--- src/rtl/ux607_pwmcapport_if.sv ---
// Capture delivery bundle for the four PWM-capture channels.
// Valid/ready: a word transfers on any cycle where cap_valid[n] & cap_ready[n]; the producer holds data/edge stable while valid waits.
interface ux607_pwmcapport_if #(
    parameter int CNTW = 16
);
    logic [3:0]        cap_valid;
    logic [3:0]        cap_ready;
    logic [4*CNTW-1:0] cap_data;
    logic [3:0]        cap_edge;

    modport master (output cap_valid, output cap_data, output cap_edge, input cap_ready);
    modport slave  (input cap_valid, input cap_data, input cap_edge, output cap_ready);
endinterface

--- src/rtl/ux607_pwmcapport.sv ---
// PWM-pin input capture: sync, optional glitch filter, edge detect, timestamp capture per channel.
// Optional feature macro: UX607_PWMCAP_FILTER_EN (per-channel FW-bit stability filter).
module ux607_pwmcapport #(
    parameter int CNTW = 16,
    parameter int FW   = 4
) (
    input  logic                clock,
    input  logic                reset_n,
    input  logic                io_pins_pwm_0_i_ival,
    input  logic                io_pins_pwm_1_i_ival,
    input  logic                io_pins_pwm_2_i_ival,
    input  logic                io_pins_pwm_3_i_ival,
    output logic                io_pins_pwm_0_o_oval,
    output logic                io_pins_pwm_1_o_oval,
    output logic                io_pins_pwm_2_o_oval,
    output logic                io_pins_pwm_3_o_oval,
    output logic                io_pins_pwm_0_o_oe,
    output logic                io_pins_pwm_1_o_oe,
    output logic                io_pins_pwm_2_o_oe,
    output logic                io_pins_pwm_3_o_oe,
    output logic                io_pins_pwm_0_o_ie,
    output logic                io_pins_pwm_1_o_ie,
    output logic                io_pins_pwm_2_o_ie,
    output logic                io_pins_pwm_3_o_ie,
    output logic                io_pins_pwm_0_o_pue,
    output logic                io_pins_pwm_1_o_pue,
    output logic                io_pins_pwm_2_o_pue,
    output logic                io_pins_pwm_3_o_pue,
    output logic                io_pins_pwm_0_o_ds,
    output logic                io_pins_pwm_1_o_ds,
    output logic                io_pins_pwm_2_o_ds,
    output logic                io_pins_pwm_3_o_ds,
    input  logic [CNTW-1:0]     io_cnt,
    input  logic [3:0]          cfg_rise_en,
    input  logic [3:0]          cfg_fall_en,
    input  logic [3:0]          cfg_pue,
    input  logic [FW-1:0]       cfg_filt,
    ux607_pwmcapport_if.master  cap,
    output logic [3:0]          cap_ovf,
    input  logic [3:0]          ovf_clr,
    output logic [3:0]          cap_level
);

    assign io_pins_pwm_0_o_oval = 1'b0;
    assign io_pins_pwm_1_o_oval = 1'b0;
    assign io_pins_pwm_2_o_oval = 1'b0;
    assign io_pins_pwm_3_o_oval = 1'b0;
    assign io_pins_pwm_0_o_oe   = 1'b0;
    assign io_pins_pwm_1_o_oe   = 1'b0;
    assign io_pins_pwm_2_o_oe   = 1'b0;
    assign io_pins_pwm_3_o_oe   = 1'b0;
    assign io_pins_pwm_0_o_ie   = 1'b1;
    assign io_pins_pwm_1_o_ie   = 1'b1;
    assign io_pins_pwm_2_o_ie   = 1'b1;
    assign io_pins_pwm_3_o_ie   = 1'b1;
    assign io_pins_pwm_0_o_pue  = cfg_pue[0];
    assign io_pins_pwm_1_o_pue  = cfg_pue[1];
    assign io_pins_pwm_2_o_pue  = cfg_pue[2];
    assign io_pins_pwm_3_o_pue  = cfg_pue[3];
    assign io_pins_pwm_0_o_ds   = 1'b0;
    assign io_pins_pwm_1_o_ds   = 1'b0;
    assign io_pins_pwm_2_o_ds   = 1'b0;
    assign io_pins_pwm_3_o_ds   = 1'b0;

    logic [3:0] pin_raw;
    assign pin_raw = {io_pins_pwm_3_i_ival, io_pins_pwm_2_i_ival,
                      io_pins_pwm_1_i_ival, io_pins_pwm_0_i_ival};

    logic [3:0]        sync1_q, sync2_q, level_q, level_d_q, level_src;
    logic [3:0]        valid_q, valid_d, edge_q, edge_d, ovf_q, ovf_d;
    logic [4*CNTW-1:0] data_q, data_d;

`ifdef UX607_PWMCAP_FILTER_EN
    // filt_q is the filter's own level; cap_level is its registered copy, giving cfg_filt+1 added cycles.
    logic [3:0]    filt_q, filt_d;
    logic [FW-1:0] fcnt_q [4];
    logic [FW-1:0] fcnt_d [4];

    always_comb begin
        filt_d = filt_q;
        fcnt_d = fcnt_q;
        for (int n = 0; n < 4; n++) begin
            if (sync2_q[n] == filt_q[n]) begin
                fcnt_d[n] = '0;
            end else if (fcnt_q[n] == cfg_filt) begin
                filt_d[n] = ~filt_q[n];
                fcnt_d[n] = '0;
            end else begin
                fcnt_d[n] = fcnt_q[n] + FW'(1);
            end
        end
    end

    always_ff @(posedge clock or negedge reset_n) begin
        if (!reset_n) begin
            filt_q <= '0;
            for (int n = 0; n < 4; n++) fcnt_q[n] <= '0;
        end else begin
            filt_q <= filt_d;
            fcnt_q <= fcnt_d;
        end
    end

    assign level_src = filt_q;
`else
    logic unused_cfg_filt;
    assign unused_cfg_filt = ^cfg_filt;
    assign level_src       = sync2_q;
`endif

    logic [3:0] rise, fall, evt;
    assign rise = level_q & ~level_d_q;
    assign fall = ~level_q & level_d_q;
    assign evt  = (rise & cfg_rise_en) | (fall & cfg_fall_en);

    always_comb begin
        valid_d = valid_q;
        edge_d  = edge_q;
        ovf_d   = ovf_q;
        data_d  = data_q;
        for (int n = 0; n < 4; n++) begin
            if (valid_q[n] && cap.cap_ready[n]) valid_d[n] = 1'b0;
            if (ovf_clr[n]) ovf_d[n] = 1'b0;
            if (evt[n]) begin
                if (!valid_q[n] || cap.cap_ready[n]) begin
                    valid_d[n]             = 1'b1;
                    edge_d[n]              = rise[n];
                    data_d[n*CNTW +: CNTW] = io_cnt;
                end else begin
                    // lost edge: set beats a same-cycle clear
                    ovf_d[n] = 1'b1;
                end
            end
        end
    end

    always_ff @(posedge clock or negedge reset_n) begin
        if (!reset_n) begin
            sync1_q   <= '0;
            sync2_q   <= '0;
            level_q   <= '0;
            level_d_q <= '0;
            valid_q   <= '0;
            edge_q    <= '0;
            ovf_q     <= '0;
            data_q    <= '0;
        end else begin
            sync1_q   <= pin_raw;
            sync2_q   <= sync1_q;
            level_q   <= level_src;
            level_d_q <= level_q;
            valid_q   <= valid_d;
            edge_q    <= edge_d;
            ovf_q     <= ovf_d;
            data_q    <= data_d;
        end
    end

    assign cap.cap_valid = valid_q;
    assign cap.cap_edge  = edge_q;
    assign cap.cap_data  = data_q;
    assign cap_ovf       = ovf_q;
    assign cap_level     = level_q;

endmodule

--- src/flat_wrapper.sv ---
// flat-port wrapper written by rule: the top's interface ports become plain ports
module ux607_pwmcapport_flat 
#(
    parameter int CNTW = 16,
    parameter int FW   = 4
)
  (clock, reset_n, io_pins_pwm_0_i_ival, io_pins_pwm_1_i_ival, io_pins_pwm_2_i_ival, io_pins_pwm_3_i_ival, io_pins_pwm_0_o_oval, io_pins_pwm_1_o_oval, io_pins_pwm_2_o_oval, io_pins_pwm_3_o_oval, io_pins_pwm_0_o_oe, io_pins_pwm_1_o_oe, io_pins_pwm_2_o_oe, io_pins_pwm_3_o_oe, io_pins_pwm_0_o_ie, io_pins_pwm_1_o_ie, io_pins_pwm_2_o_ie, io_pins_pwm_3_o_ie, io_pins_pwm_0_o_pue, io_pins_pwm_1_o_pue, io_pins_pwm_2_o_pue, io_pins_pwm_3_o_pue, io_pins_pwm_0_o_ds, io_pins_pwm_1_o_ds, io_pins_pwm_2_o_ds, io_pins_pwm_3_o_ds, io_cnt, cfg_rise_en, cfg_fall_en, cfg_pue, cfg_filt, cap_ovf, ovf_clr, cap_level, cap_cap_valid, cap_cap_data, cap_cap_edge, cap_cap_ready);
  ux607_pwmcapport_if #(.CNTW(CNTW)) cap_i ();
  input  logic clock;
  input  logic reset_n;
  input  logic io_pins_pwm_0_i_ival;
  input  logic io_pins_pwm_1_i_ival;
  input  logic io_pins_pwm_2_i_ival;
  input  logic io_pins_pwm_3_i_ival;
  output logic io_pins_pwm_0_o_oval;
  output logic io_pins_pwm_1_o_oval;
  output logic io_pins_pwm_2_o_oval;
  output logic io_pins_pwm_3_o_oval;
  output logic io_pins_pwm_0_o_oe;
  output logic io_pins_pwm_1_o_oe;
  output logic io_pins_pwm_2_o_oe;
  output logic io_pins_pwm_3_o_oe;
  output logic io_pins_pwm_0_o_ie;
  output logic io_pins_pwm_1_o_ie;
  output logic io_pins_pwm_2_o_ie;
  output logic io_pins_pwm_3_o_ie;
  output logic io_pins_pwm_0_o_pue;
  output logic io_pins_pwm_1_o_pue;
  output logic io_pins_pwm_2_o_pue;
  output logic io_pins_pwm_3_o_pue;
  output logic io_pins_pwm_0_o_ds;
  output logic io_pins_pwm_1_o_ds;
  output logic io_pins_pwm_2_o_ds;
  output logic io_pins_pwm_3_o_ds;
  input  logic [CNTW-1:0] io_cnt;
  input  logic [3:0] cfg_rise_en;
  input  logic [3:0] cfg_fall_en;
  input  logic [3:0] cfg_pue;
  input  logic [FW-1:0] cfg_filt;
  output logic [3:0] cap_ovf;
  input  logic [3:0] ovf_clr;
  output logic [3:0] cap_level;
  output wire logic [$bits(cap_i.cap_valid)-1:0] cap_cap_valid;
  output wire logic [$bits(cap_i.cap_data)-1:0] cap_cap_data;
  output wire logic [$bits(cap_i.cap_edge)-1:0] cap_cap_edge;
  input wire logic [$bits(cap_i.cap_ready)-1:0] cap_cap_ready;
  assign cap_cap_valid = cap_i.cap_valid;
  assign cap_cap_data = cap_i.cap_data;
  assign cap_cap_edge = cap_i.cap_edge;
  assign cap_i.cap_ready = cap_cap_ready;
  ux607_pwmcapport #(.CNTW(CNTW), .FW(FW)) u_core (.clock(clock), .reset_n(reset_n), .io_pins_pwm_0_i_ival(io_pins_pwm_0_i_ival), .io_pins_pwm_1_i_ival(io_pins_pwm_1_i_ival), .io_pins_pwm_2_i_ival(io_pins_pwm_2_i_ival), .io_pins_pwm_3_i_ival(io_pins_pwm_3_i_ival), .io_pins_pwm_0_o_oval(io_pins_pwm_0_o_oval), .io_pins_pwm_1_o_oval(io_pins_pwm_1_o_oval), .io_pins_pwm_2_o_oval(io_pins_pwm_2_o_oval), .io_pins_pwm_3_o_oval(io_pins_pwm_3_o_oval), .io_pins_pwm_0_o_oe(io_pins_pwm_0_o_oe), .io_pins_pwm_1_o_oe(io_pins_pwm_1_o_oe), .io_pins_pwm_2_o_oe(io_pins_pwm_2_o_oe), .io_pins_pwm_3_o_oe(io_pins_pwm_3_o_oe), .io_pins_pwm_0_o_ie(io_pins_pwm_0_o_ie), .io_pins_pwm_1_o_ie(io_pins_pwm_1_o_ie), .io_pins_pwm_2_o_ie(io_pins_pwm_2_o_ie), .io_pins_pwm_3_o_ie(io_pins_pwm_3_o_ie), .io_pins_pwm_0_o_pue(io_pins_pwm_0_o_pue), .io_pins_pwm_1_o_pue(io_pins_pwm_1_o_pue), .io_pins_pwm_2_o_pue(io_pins_pwm_2_o_pue), .io_pins_pwm_3_o_pue(io_pins_pwm_3_o_pue), .io_pins_pwm_0_o_ds(io_pins_pwm_0_o_ds), .io_pins_pwm_1_o_ds(io_pins_pwm_1_o_ds), .io_pins_pwm_2_o_ds(io_pins_pwm_2_o_ds), .io_pins_pwm_3_o_ds(io_pins_pwm_3_o_ds), .io_cnt(io_cnt), .cfg_rise_en(cfg_rise_en), .cfg_fall_en(cfg_fall_en), .cfg_pue(cfg_pue), .cfg_filt(cfg_filt), .cap(cap_i), .cap_ovf(cap_ovf), .ovf_clr(ovf_clr), .cap_level(cap_level));
endmodule
--- config.mk ---
export PLATFORM = sky130hd
export DESIGN_NAME = ux607_pwmcapport_flat
export DESIGN_NICKNAME = d
export VERILOG_FILES = /design/src/rtl/ux607_pwmcapport_if.sv /design/src/rtl/ux607_pwmcapport.sv /design/src/flat_wrapper.sv
export SDC_FILE = /design/constraint.sdc
export NUM_CORES = 1
export LEC_CHECK = 0
export CAP_MARGIN = 20
export CORE_ASPECT_RATIO = 0.8
export CORE_MARGIN = 5
export CORE_UTILIZATION = 47
export DETAILED_ROUTE_END_ITERATION = 16
export GPL_ROUTABILITY_DRIVEN = 1
export PLACE_DENSITY = 0.83
export SYNTH_ARGS = -nofsm -noshare
export SYNTH_HDL_FRONTEND = slang
export SYNTH_SLANG_ARGS = --single-unit
export TNS_END_PERCENT = 30
--- constraint.sdc ---
create_clock -name clock -period 3.2 [get_ports clock]
set_input_delay 0.8 -clock clock [delete_from_list [all_inputs] [get_ports clock]]
set_output_delay 0.8 -clock clock [all_outputs]
set_load 0.02 [all_outputs]
# == Yosys cells after proc, flatten, opt, wreduce, memory -nomap -nowiden ==
# Index checks and enable logic that the tools add are counted.
# classes
mux,24
bitwise_logic,7
reduce_logical,16
# op_table
op,count
$mux W1,24
$and A4 B4 Y4,4
$not A4 Y4,2
$reduce_and A2 Y1,4
$logic_and A1 B1 Y1,4
$logic_not A1 Y1,4
$logic_or A1 B1 Y1,4
$or A4 B4 Y4,1
# totals
regBits,92
inputBits,46
word_cells,61

# == Depth between registers and ports, before layout ==
# Gate-level depths: netlist (run 1).
# depth
word_depth,5
mapped_depth,5
mapped_depth_nobuf,3

# == Least setup slack after synthesis (run 1) ==
# OpenSTA, ideal clock, no wires.
# synth_path
path_kind,input-to-reg
start,input port cfg_fall_en[2]
end,register u_core.data_q[38] (netlist: u_core.cap.cap_data[38])
setup_ns,0.125
t_arrival_ns,1.734
slack_ns,1.341
stages,4
cell_sequence,nand2b_4 > a211oi_4 > buf_12 > mux2_4
# synth_via
elab_chain_len,3
# synth_lines
element,line_no,rtl
start: declaration,flat_wrapper.sv:37,input logic [3:0] cfg_fall_en;
$and A4 B4 Y4,ux607_pwmcapport.sv:114,assign evt = (rise & cfg_rise_en) | (fall & cfg_fall_en);
$or A4 B4 Y4,ux607_pwmcapport.sv:114,
$reduce_and A2 Y1 (no source line),--,
end signal: assignment,ux607_pwmcapport.sv:155,data_q <= data_d;
end: declaration,ux607_pwmcapport.sv:71,"logic [4*CNTW-1:0] data_q, data_d;"
# No other way between the ends.
# A chain may end at the register's enable or synchronous reset.

# == Worst setup path in the final report (run 1) ==
# layout_path
start,register u_core.level_q[1] (netlist: u_core.cap_level[1])
end,output port cap_level[1]
# layout_rtl
element,line_no,rtl
start: declaration,ux607_pwmcapport.sv:69,"logic [3:0] sync1_q, sync2_q, level_q, level_d_q, level_src;"
start signal: assignment,ux607_pwmcapport.sv:150,level_q <= level_src;
end: declaration,flat_wrapper.sv:42,output logic [3:0] cap_level;
# No word-level cell between the ends.

==> run metrics, run 1 <==
critical path class reg -> out; CTS resizes 0; synth cell count leaders 92 x dfrtp_1, 42 x mux2_2, 20 x buf_4; CTS Buf Count 9; Worst-Skew Late Latency 340 ps; final hold violation count 0; Synth area leaders dfrtp_1 63%, mux2_2 13%, mux2_4 4.9%; Final ANT Viol Nets 0; register bit count reported by yosys ~90; number of fill cells 574; Post-CTS Setup Bufs 0; CTS tree done; initial core utilization 48.8%; slowest cell delay on critical path 650 ps; vias in the first global route ~2500; crit path cell chain clkdlybuf4s50_1; period utilisation layout 70.3%; Worst setup SP type flip-flop; Seq/Total Area, Yosys 62.9%; Longest Clk Path Bufs 2; CP Buf/Inv Count 1; Antenna Cells 0; setup TNS 0 ps; Buffers on Ports 117; Syn Inst Count about 240; first-pass GRT wire length roughly 13 mm; Detailed Routing Iterations Pass 1 4; fmax 444 MHz; Ys Warns 0; clock sink total 92; cts-stage hold buffer count 0; unrepaired setup endpoints after global routing no; Via Count 2274; worst-path fanout max 7; Slew @ Worst Pin 586 ps; status completed; final net count 406; die span in x 109 um; LEAKAGE 0.00219 uW; Clock Skews 6.96 ps; cell type with the largest total area after synthesis dfrtp_1; GRT overflow 0; Post-Synthesis Cell Area 3660 um2; Hold WS roughly 350 ps; First DRT Iteration DRCs 57; CP Data Arrival Time 1450 ps; Worst-path clk slew about 80 ps; share of layout cells above drive strength 1 22.2%; root buf cell clkbuf_8; I/O Pins approximately 150; H-tree Lvls 3; Synth async-reset ratio 100%; fin util 67.6%; top-count cell post-synth dfrtp_1; Reg area 2300 um2; Hold/Removal Path Class reg -> reg; CP top delay family buffers and inverters; final setup fails 0; die height 89.0 um; Main synth FF type dfrtp_1; Slowest cell on crit path clkdlybuf4s50_1; multi-input logic area 1150 um2; # rows 28; EDFF count, synth 0; VDD IR max 0.360 mV; nature of the critical path endpoint primary output; DR vias/cell 4.84; routed len/inst 16.9 um; GRT Overall Usage 17.5%; Placer Congestion 0.813; post-DP HPWL between 5 and 6 mm; WP data required 2400 ps; synthesis-to-layout area growth 38.5%; antenna violations before repair 0; WL final 7.96 mm; Core Footprint 7500 um2; relative slew slack 60.9%; pwr dens 668 nW/um2; syn_area_per_cell 15.3 um2; DRC 0; die area 9670 um2; minimum clock period 2250 ps; Max Slew Vio Count 0; Synth cell types 27; largest net degree at the start of global routing 49; Yosys top cell area share a little over three fifths; maxcap violations 0
## cells by family (layout without fill, tap and decap cells)
family / Yosys count / after routing / share of synthesized area (%)
buffers and inverters: 36 / 148 / 7.21
DFF: 92 / 92 / 62.9
other: 2 / 16 / 0.205
muxes: 64 / 64 / 20.9
and+or+nand+nor: 23 / 23 / 3.93
AOI/OAI and AO/OA: 22 / 22 / 4.89
## where the power goes
group | leakage [uW] | total, uW | internal [uW] | switching, uW
Combinational | 0.00100 | 1020 | 538 | 484
Sequential | 0.00108 | 1470 | 1360 | 112
Clock | 0.000111 | 894 | 520 | 373
## layer usage
metal  routed length [um]  track usage [%]  vias to the layer above
met5                    0                0                        -
met4                   83             5.62                        0
met3                  698             6.43                        8
met2                 3930             29.1                       84
met1                 3250             21.7                     1154
li1                     -                -                     1028
## placed cells by master, fill, tap and decap left out, types with 5 or more instances in the layout
cell,Yosys,routed
buf_4,20,5
clkbuf_8,0,9
clkdlybuf4s50_1,0,116
conb_1,2,16
dfrtp_1,92,92
inv_1,10,10
mux2_1,10,10
mux2_2,42,42
mux2_4,12,12
nand2_1,7,7
## final timing paths
kind	from	endpoint	depth (start not counted)	slack (ps)
setup / recovery	u_core.cap_level[1]$_DFF_PN0_	cap_level[1]	1	950
hold / removal	u_core.sync1_q[0]$_DFF_PN0_	u_core.level_src[0]$_DFF_PN0_	0	350
setup reg to reg	u_core.cap_level[2]$_DFF_PN0_	u_core.cap.cap_data[32]$_DFFE_PN0P_	4	1510
hold reg to reg	u_core.sync1_q[0]$_DFF_PN0_	u_core.level_src[0]$_DFF_PN0_	0	350
max in group asynchronous	reset_n	u_core.cap.cap_data[42]$_DFFE_PN0P_	2	2090
min in group asynchronous	reset_n	u_core.cap_level[1]$_DFF_PN0_	1	440
## state kept, by name (all words and copies together) (netlist names)
register              count
u_core.cap.cap_data      64
u_core.cap.cap_edge       4
u_core.cap.cap_valid      4
u_core.cap_level          4
u_core.cap_ovf            4
u_core.level_d_q          4
u_core.level_src          4
u_core.sync1_q            4
## stage by stage
step	area (um2)	power [uW]	worst slack, ps	cells
3_5_place_dp	4840	2530	688	454
3_3_place_gp	4840	2500	742	454
6_report	5070	3390	950	470
4_1_cts	5070	3430	927	470
5_1_grt	5070	3550	883	470
2_1_floorplan	3710	2010	1340	253
## area by class of cell
class	instances	share of cell area [%]
Sequential cell	92	45.4
Timing Repair Buffer	122	24.0
Multi-Input combinational cell	125	22.6
Clock buffer	12	2.66
Tap cell	105	2.59
Clock inverter	4	1.92
Inverter	10	0.740
Note: power is estimated with default switching activity, not from simulation.
==> run 2, diff against run 1 <==
Settings changed: CORE_UTILIZATION 47 to 43, PLACE_DENSITY 0.83 to 0.77.
Clock period 3.2 ns to 2.25 ns, I/O delays scaled along.
==> run 2 against run 1 <==
  * Worst hold slack worse by 190 ps
  * Highest routed layer unchanged
  * Cell area stayed put
  * Critical endpoint unchanged
  * Non-clock buffer count is 3 higher
==> run metrics, run 2 (synthesis results as in run 1) <==
commonest non-fill, non-tap cell in the layout clkdlybuf4s50_1 (unchanged); vias in the first global route 2446 (was 2498); Comb power frac 33.0% (was 30.2%); Slowest cell on crit path clkdlybuf4s50_1 (unchanged); CTS resizes 0 (unchanged); DR vias/cell 4.73 (was 4.84); unrepaired setup endpoints after global routing no (unchanged); Area after DPL 4920 um2 (was 4840 um2); power share of the clock group 20.3% (was 26.4%); LEAKAGE 0.00218 uW (was 0.00219 uW); die span in x 113 um (was 109 um); die height 92.5 um (was 89.0 um); H-tree Lvls 3 (unchanged); switching share of total power 30.6% (was 28.6%); Cell Count, Final, Fillers Out 479 (was 470); Critical Path Start u_core.cap_level[1]$_DFF_PN0_ (unchanged); period utilisation layout between 80% and 90%; final hold violation count 0 (unchanged); Post-CTS Setup Bufs 0 (unchanged); slowest cell delay on critical path 640 ps (was 650 ps); die area 10500 um2 (was 9670 um2); CP Data Arrival Time 1430 ps (was 1450 ps); cell-internal power 3110 uW (was 2420 uW); setup TNS 0 ps (unchanged); Hold/Removal Path Class in -> async (was reg -> reg); max reg flops 64 (unchanged); I/O Pins 146 (unchanged); cts-stage hold buffer count 0 (unchanged); DRC 0 (unchanged); Crit. path cell count 1 (unchanged); Antenna Cells 0 (unchanged); Final ANT Viol Nets 0 (unchanged); Max Slew Vio Count 0 (unchanged); status completed (unchanged); Core Footprint 8410 um2 (was 7500 um2); Via Count 2265 (was 2274); CTS tree done (unchanged); First DRT Iteration DRCs 76 (was 57); Reg area 2300 um2 (unchanged); Worst-path clk slew 80 ps (about the same); GRT overflow 0 (unchanged); maxcap violations 0 (unchanged); clock sink total 92 (unchanged); most frequent cells in the layout 116 x clkdlybuf4s50_1, 92 x dfrtp_1, 42 x mux2_2 (unchanged); minimum clock period 1990 ps; Worst-Skew Late Latency 340 ps (about the same); # rows 30 (was 28); VDD IR max 0.572 mV (was 0.360 mV); initial core utilization 43.6% (was 48.8%); Final Power 4480 uW (was 3390 uW); WL final 8.10 mm (was 7.96 mm); worst-path fanout max 7 (unchanged); final setup fails 0 (unchanged); fmax 503 MHz; crit path cell chain clkdlybuf4s50_1 (unchanged); Buffers on Ports 117 (unchanged); WP data required 1690 ps (was 2400 ps); critical path class reg -> out (unchanged); CP top delay family buffers and inverters (unchanged); CTS Buf Count 9 (unchanged); multi-input logic area 1150 um2 (unchanged); net switching power 1370 uW (was 969 uW); share of layout cells above drive strength 1 22.3% (was 22.2%); Inst Count DP 464 (was 454); worst r2r path cells 4 (unchanged); synthesis-to-layout area growth 38.5% (unchanged); root buf cell clkbuf_8 (unchanged); first-pass GRT wire length 12.9 mm (about the same); Longest Clk Path Bufs 2 (unchanged); antenna violations before repair 0 (unchanged); largest net degree at the start of global routing 41 (was 49); CP Buf/Inv Count 1 (unchanged); R2R Setup Slk 680 ps (was 1510 ps); GRT Overall Usage 15.8% (was 17.5%); post-DP HPWL 5.84 mm (was 5.95 mm); pwr dens 884 nW/um2 (was 668 nW/um2); sequential share of power 46.7% (was 43.4%); Detailed Routing Iterations Pass 1 4 (unchanged); Worst setup SP type flip-flop (unchanged); Clock Skews 4.61 ps (was 6.96 ps); nature of the critical path endpoint primary output (unchanged); routed len/inst 16.9 um (about the same); Critical R2R Launch u_core.cap_level[2]$_DFF_PN0_ (unchanged); number of fill cells 674 (was 574); cell area after layout 5070 um2 (unchanged); Placer Congestion 0.798 (was 0.813); final net count 409 (was 406)
run 2: changes by cell type in the layout (fill, tap and decap cells not counted):
| cell | change |
|---|---|
| buf_12 | +4 |
| bufinv_16 | -3 |
| buf_4 | -1 |
| clkbuf_1 | +1 |
| clkinv_2 | +1 |
run 2: power by group through the flow:
| stage | logic, uW | clock network [uW] | registers, uW |
|---|---|---|---|
| after CTS | 1500 | 952 | 2100 |
| final | 1480 | 910 | 2090 |
| after global placement | 1480 | 0 | 2110 |
| after global routing | 1560 | 1020 | 2140 |
| after floorplan | 417 | 0 | 2440 |
| after detailed placement | 1500 | 0 | 2120 |
run 2: cell type report:
type | instances | area share, %
clock buffers | 13 | 2.74
multi-input cells | 125 | 22.6
flip-flops and latches | 92 | 45.4
well taps | 112 | 2.76
clock inverters | 2 | 0.247
inverters | 10 | 0.740
repair buffers | 125 | 25.5
run 2: final timing paths:
kind / to
max: cap_level[1]
min: u_core.cap.cap_data[14]$_DFFE_PN0P_
max reg2reg: u_core.cap.cap_data[33]$_DFFE_PN0P_
min reg2reg: u_core.level_src[0]$_DFF_PN0_
max in group asynchronous: u_core.cap_level[3]$_DFF_PN0_
min in group clock: u_core.level_src[0]$_DFF_PN0_
run 2: per-stage QoR:
stage                     util (%)  worst slack [ps]  hold WS, ps
after floorplan                  -               581          267
after global placement        58.5               137          332
after detailed placement      58.5              88.1          337
after CTS                     60.3               229          167
after global routing          60.3               182          180
final                         60.3               261          158
run 2: metal layers:
layer	part of all wire (%)	GRT usage [%]	routed length (um)
met5	0	0	0
met3	12	8.69	952
met2	47	24.7	3780
met1	40	18.8	3260
met4	1.2	4.70	97
